**src/rtl/reservation_station.sv**
```systemverilog
// Out-of-order issue buffer for non-load/store instructions: holds renamed
// instructions, snoops the ALU and load CDBs, and issues one ready entry per cycle.
module reservation_station #(
  parameter int RS_SIZE   = 8,
  parameter int ROB_IDX_W = 4,
  parameter int OPT_W     = 6,
  parameter int WORD_W    = 32
) (
  input  logic                 clk,
  input  logic                 rst,
  input  logic                 rdy,
  input  logic                 rs_rb,
  output logic                 rs_full,
  input  logic                 rs_ena,
  input  logic [OPT_W-1:0]     rs_opt,
  input  logic [ROB_IDX_W-1:0] rs_src1,
  input  logic [ROB_IDX_W-1:0] rs_src2,
  input  logic [WORD_W-1:0]    rs_val1,
  input  logic [WORD_W-1:0]    rs_val2,
  input  logic [WORD_W-1:0]    rs_imm,
  input  logic [ROB_IDX_W-1:0] rs_rob_idx,
  input  logic                 cdb_alu_valid,
  input  logic [ROB_IDX_W-1:0] cdb_alu_src,
  input  logic [WORD_W-1:0]    cdb_alu_val,
  input  logic                 cdb_ld_valid,
  input  logic [ROB_IDX_W-1:0] cdb_ld_src,
  input  logic [WORD_W-1:0]    cdb_ld_val,
  output logic                 alu_ena,
  output logic [OPT_W-1:0]     alu_opt,
  output logic [WORD_W-1:0]    alu_val1,
  output logic [WORD_W-1:0]    alu_val2,
  output logic [WORD_W-1:0]    alu_imm,
  output logic [ROB_IDX_W-1:0] alu_rob_idx
);

  localparam int IDX_W = $clog2(RS_SIZE);
  localparam int CNT_W = IDX_W + 1;
  localparam int OPW   = ROB_IDX_W + WORD_W;

  logic [RS_SIZE-1:0]   valid_r;
  logic [OPT_W-1:0]     opt_r     [RS_SIZE];
  logic [ROB_IDX_W-1:0] src1_r    [RS_SIZE];
  logic [ROB_IDX_W-1:0] src2_r    [RS_SIZE];
  logic [WORD_W-1:0]    val1_r    [RS_SIZE];
  logic [WORD_W-1:0]    val2_r    [RS_SIZE];
  logic [WORD_W-1:0]    imm_r     [RS_SIZE];
  logic [ROB_IDX_W-1:0] rob_idx_r [RS_SIZE];

  logic                 alu_ena_r;
  logic [OPT_W-1:0]     alu_opt_r;
  logic [WORD_W-1:0]    alu_val1_r;
  logic [WORD_W-1:0]    alu_val2_r;
  logic [WORD_W-1:0]    alu_imm_r;
  logic [ROB_IDX_W-1:0] alu_rob_idx_r;

  logic [RS_SIZE-1:0]   ready_s;
  logic                 issue_found_s;
  logic [IDX_W-1:0]     issue_idx_s;
  logic                 free_found_s;
  logic [IDX_W-1:0]     free_idx_s;
  logic [CNT_W-1:0]     valid_cnt_s;
  logic [OPW-1:0]       ins_op1_s;
  logic [OPW-1:0]       ins_op2_s;

  // Resolve one operand against both CDBs; ALU broadcast wins, tag 0 never matches.
  function automatic logic [OPW-1:0] snoop(input logic [ROB_IDX_W-1:0] src,
                                            input logic [WORD_W-1:0]    val);
    if ((src != {ROB_IDX_W{1'b0}}) && cdb_alu_valid && (cdb_alu_src == src)) begin
      return {{ROB_IDX_W{1'b0}}, cdb_alu_val};
    end else if ((src != {ROB_IDX_W{1'b0}}) && cdb_ld_valid && (cdb_ld_src == src)) begin
      return {{ROB_IDX_W{1'b0}}, cdb_ld_val};
    end else begin
      return {src, val};
    end
  endfunction

  // Lowest-index ready/free selection, occupancy count and insert-time capture.
  always_comb begin
    ready_s       = '0;
    issue_found_s = 1'b0;
    issue_idx_s   = '0;
    free_found_s  = 1'b0;
    free_idx_s    = '0;
    valid_cnt_s   = '0;
    for (int i = RS_SIZE - 1; i >= 0; i--) begin
      ready_s[i]    = valid_r[i] && (src1_r[i] == {ROB_IDX_W{1'b0}}) &&
                      (src2_r[i] == {ROB_IDX_W{1'b0}});
      issue_idx_s   = ready_s[i] ? IDX_W'(i) : issue_idx_s;
      issue_found_s = issue_found_s | ready_s[i];
      free_idx_s    = !valid_r[i] ? IDX_W'(i) : free_idx_s;
      free_found_s  = free_found_s | !valid_r[i];
      valid_cnt_s   = valid_cnt_s + CNT_W'(valid_r[i]);
    end
    ins_op1_s = snoop(rs_src1, rs_val1);
    ins_op2_s = snoop(rs_src2, rs_val2);
  end

  assign rs_full = (valid_cnt_s + CNT_W'(rs_ena)) >= CNT_W'(RS_SIZE);

  // Entry state and issue register; snoop, issue and insert touch distinct entries.
  always_ff @(posedge clk) begin
    if (rst) begin
      valid_r       <= '0;
      alu_ena_r     <= 1'b0;
      alu_opt_r     <= '0;
      alu_val1_r    <= '0;
      alu_val2_r    <= '0;
      alu_imm_r     <= '0;
      alu_rob_idx_r <= '0;
    end else if (rs_rb) begin
      valid_r   <= '0;
      alu_ena_r <= 1'b0;
    end else begin
      alu_ena_r <= 1'b0;
      for (int i = 0; i < RS_SIZE; i++) begin
        if (valid_r[i]) begin
          {src1_r[i], val1_r[i]} <= snoop(src1_r[i], val1_r[i]);
          {src2_r[i], val2_r[i]} <= snoop(src2_r[i], val2_r[i]);
        end
      end
      if (rdy && issue_found_s) begin
        valid_r[issue_idx_s] <= 1'b0;
        alu_ena_r            <= 1'b1;
        alu_opt_r            <= opt_r[issue_idx_s];
        alu_val1_r           <= val1_r[issue_idx_s];
        alu_val2_r           <= val2_r[issue_idx_s];
        alu_imm_r            <= imm_r[issue_idx_s];
        alu_rob_idx_r        <= rob_idx_r[issue_idx_s];
      end
      if (rs_ena && free_found_s) begin
        valid_r[free_idx_s]                        <= 1'b1;
        opt_r[free_idx_s]                          <= rs_opt;
        imm_r[free_idx_s]                          <= rs_imm;
        rob_idx_r[free_idx_s]                      <= rs_rob_idx;
        {src1_r[free_idx_s], val1_r[free_idx_s]}   <= ins_op1_s;
        {src2_r[free_idx_s], val2_r[free_idx_s]}   <= ins_op2_s;
      end
    end
  end

  assign alu_ena     = alu_ena_r;
  assign alu_opt     = alu_opt_r;
  assign alu_val1    = alu_val1_r;
  assign alu_val2    = alu_val2_r;
  assign alu_imm     = alu_imm_r;
  assign alu_rob_idx = alu_rob_idx_r;

endmodule

```
**config.mk**
```make
export PLATFORM = sky130hd
export DESIGN_NAME = reservation_station
export DESIGN_NICKNAME = d
export VERILOG_FILES = /design/src/rtl/reservation_station.sv
export SDC_FILE = /design/constraint.sdc
export NUM_CORES = 2
export LEC_CHECK = 0
export ABC_AREA = 0
export BUFFER_PORTS_ARGS = -buffer_cell sky130_fd_sc_hd__buf_2
export CAP_MARGIN = 20
export CORE_UTILIZATION = 30
export DETAILED_ROUTE_END_ITERATION = 6
export GPL_TIMING_DRIVEN = 0
export PLACE_DENSITY = 0.43
export SYNTH_ARGS = -nofsm -noshare
export SYNTH_HDL_FRONTEND = slang
export SYNTH_SLANG_ARGS = --single-unit
```
**constraint.sdc**
```tcl
create_clock -name clk -period 36.6 [get_ports clk]
set_input_delay 1.83 -clock clk [delete_from_list [all_inputs] [get_ports clk]]
set_output_delay 1.83 -clock clk [all_outputs]
set_load 0.1 [all_outputs]
```
* After elaboration in Yosys (flattened, before gate mapping)
Memories as Yosys holds them, arrays and structs flattened. A register that Yosys moved wholly into a read port is not among the register bits. Index checks and enable logic that the tools add are counted.
Storage, ports and cells: word-level logic and storage cells 429, flip-flop bits (word level) 649, output and inout bits 108, bits in writable memories 336, input port bits 193, memories kept 3
Operators by class: add/sub/neg operators 8, muxes and demuxes 179, bitwise operators 21, equality and inequality tests 36, magnitude comparators 8, reductions and logical operators 138
Memory list:
- imm_r | words 8, bits a word 32, rd ports 1, clocked after memory_dff 1, wr ports 1, RTL line 46 | logic [WORD_W-1:0] imm_r [RS_SIZE];
- opt_r | words 8, bits a word 6, rd ports 1, clocked after memory_dff 1, wr ports 1, RTL line 41 | logic [OPT_W-1:0] opt_r [RS_SIZE];
- rob_idx_r | words 8, bits a word 4, rd ports 1, clocked after memory_dff 1, wr ports 1, RTL line 47 | logic [ROB_IDX_W-1:0] rob_idx_r [RS_SIZE];
Operator list (count):
- $mux 32 | 55
- $mux 36 | 36
- $bwmux 256 | 2
- $mux 256 | 2
- $mux 4 | 49
- $bmux 32 s3 | 2
- $eq 4x4->1 | 36
- $demux 32 s3 | 1
- $logic_and 1x1->1 | 93
- $reduce_bool 4->1 | 18
- $bwmux 32 | 2
- $logic_not 4->1 | 16
- $mux 3 | 16
- $mux 8 | 4
- $add 4x1->4 | 5
- $or 1x1->1 | 14
- $demux 4 s3 | 1
- $ge 4x4->1 const B | 3
- $and 8x8->8 | 1
- $logic_not 1->1 | 8
- $lt 3x4->1 const B | 2
- $not 3->4 | 2
- $not 8->8 | 1
- $or 8x8->8 | 1
- 10 further kinds | 20

* Logic depth before layout (Yosys ltp)
depth in word-level cells 22, mapped depth 12, depth with buffers taken out 9

* Worst setup path after synthesis
Ideal clock, no wire load.
path type input to register, start in rs_rb, end reg alu_imm_r[25], in the netlist alu_imm[25], read port of imm_r, stages 8, setup slack 20683 ps, required time 36463 ps, path buffers 2, arrival 15781 ps, setup time 137 ps, path through or2_2 clkbuf_1 inv_1 nand2_2 inv_2 nand2_1 clkbuf_1 o221ai_1
Between the ends: cells in the longest elaborated chain, start to end 2
Ends and longest elaborated chain:
- start: declaration | RTL line 12 | input logic rs_rb,
- $not 1->1 (no line)
- $reduce_and 2->1 (no line)
- end: declaration | RTL line 53 | logic [WORD_W-1:0] alu_imm_r;
No other way between the ends. A chain may end at the register's enable or synchronous reset.

* Final worst setup path
start reg valid_r[7], end out rs_full
Between the ends: cells in the longest elaborated chain, start to end 9
Ends and longest elaborated chain:
- start: declaration | RTL line 40 | logic [RS_SIZE-1:0] valid_r;
- start signal: assignment | RTL line 103 | valid_r <= '0;
- start signal: assignment | RTL line 111 | valid_r <= '0;
- start signal: indexed assignment | RTL line 122 | valid_r[issue_idx_s] <= 1'b0;
- $add 1x1->2 | RTL line 92 | valid_cnt_s = valid_cnt_s + CNT_W'(valid_r[i]);
- $add 2x1->3 | RTL line 92
- $add 3x1->4 | RTL line 92
- $add 4x1->4 (4 in series) | RTL line 92
- $add 4x1->4 | RTL line 98 | assign rs_full = (valid_cnt_s + CNT_W'(rs_ena)) >= CNT_W'(RS_SIZE);
- $ge 4x4->1 | RTL line 98
- end: declaration | RTL line 13 | output logic rs_full,
No other way between the ends.

==> impl_metrics.py <==
metrics = {
    "outcome": {
        "status": "finished clean",
    },
    "yosys": {
        "yosysUniqueCellTypes": 66,
        "avgSynthCellArea_um2": 10.83,
        "netlist_top_cells_count": "edfxtp_1, nor2_1, a22o_1",
        "synth-xor-area-share_pct": 2.121,
        "synth_seq_area_share_pct": 52.85,
        "yosys_warnings": 0,
        "synth_mux_area_share_pct": 3.967,
        "syn_area_um2": 56170,
        "async_flop_share_pct": 0,
        "synth_edf_count": 912,
        "syn_nets": 5387,
        "synthSimpleGateAreaFrac_pct": 8.311,
        "ys_ff_latch": 1027,
        "synth_top_area_share_pct": 48.75,
        "synth_ff_type": "edfxtp_1",
        "synth.largest_area_cell": "edfxtp_1",
        "synth_top_family_by_area": "compound AO/OA/AOI/OAI gates",
        "synthTopCellsByArea": "edfxtp_1, a22o_1, a22oi_1, nor2_1, dfxtp_1",
        "synth_fa_ha_area_share_pct": 0.1871,
        "synth.most_common_cell": "edfxtp_1",
        "synth-compound-area-share_pct": 27.52,
        "syn-instance-count": 5188,
    },
    "route": {
        "via_per_inst": 6.453,
        "route.detailed.drc": 0,
        "drtPass1Iterations": 7,
        "drt_iter0_drc": 8861,
        "vias": 53139,
        "ant_nets": 0,
        "wl_per_cell_um": 39.41,
        "finalWirelength_mm": 324.5,
    },
    "global_routing": {
        "overflow": 0,
        "grt_usage_pct": 32.92,
        "use_met2_pct": 49.34,
        "grt_max_degree": 110,
        "busiest_layer": "met2",
        "antenna_found_initial": 50,
        "grtUsageMet1_pct": 41.51,
        "met3_usage_pct": 9.803,
        "grt_pass1_vias": 49659,
        "grt_pass1_wl_mm": 431.4,
    },
    "critical_path": {
        "r2r_cells": 8,
        "crit_arrival_ps": 5820,
        "r2r-start": "valid_r[4]",
        "crit_path_end_kind": "primary output",
        "cp-start-kind": "flip-flop",
        "crit_fanout": 10,
        "rrSetupSlack_ps": 31800,
        "crit_type": "reg -> out",
        "crit_required_ps": 34770,
        "r2r_end": "alu_val1[31]",
    },
    "placement": {
        "gp_congestion": 0.9818,
        "port-buffer-count": 229,
        "dp.final_hpwl_mm": 229.1,
        "place_inst": 7958,
    },
    "min_path": {
        "hold_path_end": "alu_imm[1]",
        "whs_path_depth": 1,
        "hold_start": "alu_imm[1]",
        "hold_class": "reg -> reg",
    },
    "job": {
        "max-cap-violations": 0,
    },
    "clock_network": {
        "cts_root_buffer": "clkbuf_16",
        "cts_buffers": 134,
        "clkTransAtPathRegs_ps": 60,
        "tritoncts": "built",
        "ctsResizeCount": 0,
        "postCtsSetupBuffers": 0,
        "clock_sinks": 1027,
        "ctsHoldBuffers": 0,
        "cts_max_level": 4,
        "clock_latency_ps": 810,
        "clk_path_buf_depth": 3,
    },
    "die": {
        "core_um2": 185600,
        "die_height_um": 434.7,
        "die_area_um2": 189000,
        "die_w_um": 434.7,
        "start_util_pct": 30.26,
        "fp-row-count": 158,
        "io-pin-count": 301,
    },
    "timing": {
        "period_share_pct": 20.90,
        "rsz0062_at_grt": "false",
        "maxSlewViolCount": 0,
        "setup_tns_ps": 0,
        "max_freq_mhz": 130.8,
        "setup_viol": 0,
        "relSlewSlack_pct": 10.00,
        "skew_ps": 32.43,
        "timing.final.crit_period_ps": 7648,
        "finalHoldViolations": 0,
        "worst_slew_pin_slew_ps": 1350,
    },
    "layout": {
        "fillCellCount": 18735,
        "synthToLayoutAreaGrowth_pct": 17.73,
        "instances_no_fill": 8235,
        "drive_gt1_share_pct": 13.31,
        "nets": 5822,
    },
    "pwr": {
        "powerDensity_nw_per_um2": 44.56,
        "ir_worst_vdd_mv": 0.03220,
        "power_leakage_nw": 23.82,
    },
}
## where the power goes
group          internal, mW  leakage (nW)  switching (mW)
clock network         0.784          2.16           0.586
logic                0.0714          12.3           0.175
registers              1.31          9.36          0.0219
## state kept, by name, summed over array words and instances (netlist names)
register,count
alu_rob_idx,4
alu_val1,32
alu_ena,1
val2_r,256
alu_val2,32
imm_r,256
opt_r,48
val1_r,256
src2_r,32
alu_imm,32
valid_r,8
src1_r,32
alu_opt,6
rob_idx_r,32
## logic make-up (layout without fill, tap and decap cells)
kind of cell               after synthesis  after routing
AOI/OAI and AO/OA                     2040           2040
xor gates and xnor gates               136            136
adders and majority gates                6              6
buffers and inverters                  675           1220
DFF                                   1027           1027
muxes                                  218            218
other                                    0             22
and+or+nand+nor                       1086           1086
## layout make-up
| type | count | area (µm²) | area share, % |
|---|---|---|---|
| multi-input combinational | 3486 | 23750 | 35.91 |
| inverter | 15 | 63.81 | 0.09649 |
| timing repair buffer | 299 | 2281 | 3.449 |
| antenna | 22 | 55.05 | 0.08324 |
| sequential | 1027 | 29690 | 44.89 |
| clock inverter | 55 | 628.1 | 0.9497 |
| tap | 2480 | 3103 | 4.692 |
| buffer | 660 | 2786 | 4.213 |
| clock buffer | 191 | 3779 | 5.714 |
## worst max path at each step
stage | end | cells past startpoint | from | slack, ps
finish | rs_full | 12 | valid_r[7] | 28950
global route | rs_full | 12 | valid_r[7] | 28990
CTS | rs_full | 11 | valid_r[7] | 28890
detailed placement | rs_full | 11 | valid_r[7] | 29760
global placement | alu_imm[26] | 9 | rs_rb | 7390
floorplan | alu_imm[25] | 8 | rs_rb | 20680
## worst max-delay path, stage by stage (launching register included)
cell and delay (ps):
dfxtp_1 300, clkbuf_1 490, buf_1 530, buf_8 240, clkbuf_1 850, inv_1 150
fa_1 560, fa_1 430, fa_1 380, inv_1 60, a21oi_1 50, nor2b_1 410
buf_2 520
## cell usage in the layout, fill, tap and decap left out, types with 35 or more instances in the layout
master       n
a22oi_1    357
mux2_2      35
buf_8       35
buf_1       62
a222oi_1   124
o21ai_0    132
o22a_1      64
buf_2      347
xnor2_1     44
nor2_1     648
xor2_1      92
edfxtp_1   912
a211o_1     68
o21ai_1     71
a22o_1     468
nand3_1     72
dfxtp_1    115
o211ai_1    68
a21oi_1    374
and3_1      49
clkbuf_16  135
clkbuf_1   479
mux2i_1    181
a221oi_1   193
nand2_1    200
## layer usage
| metal | up-vias | share of wire, % |
|---|---|---|
| li1 | 21461 | - |
| met1 | 27050 | 39 |
| met2 | 3735 | 44 |
| met3 | 851 | 11 |
| met4 | 42 | 6.8 |
| met5 | - | 0.084 |
## through the flow
step	utilization [%]	worst slack, ps	total power [mW]	hold slack (ps)	instance area [µm²]
after floorplan	-	20680	1.492	526.5	56170
after global placement	32.55	7390	1.611	442.7	60420
after detailed placement	33.15	29760	1.592	443.9	61550
after CTS	35.53	28890	2.943	462.0	65950
after global routing	35.61	28990	3.000	479.0	66090
final	35.63	28950	2.947	459.4	66130
(Power assumes the default switching activity.)
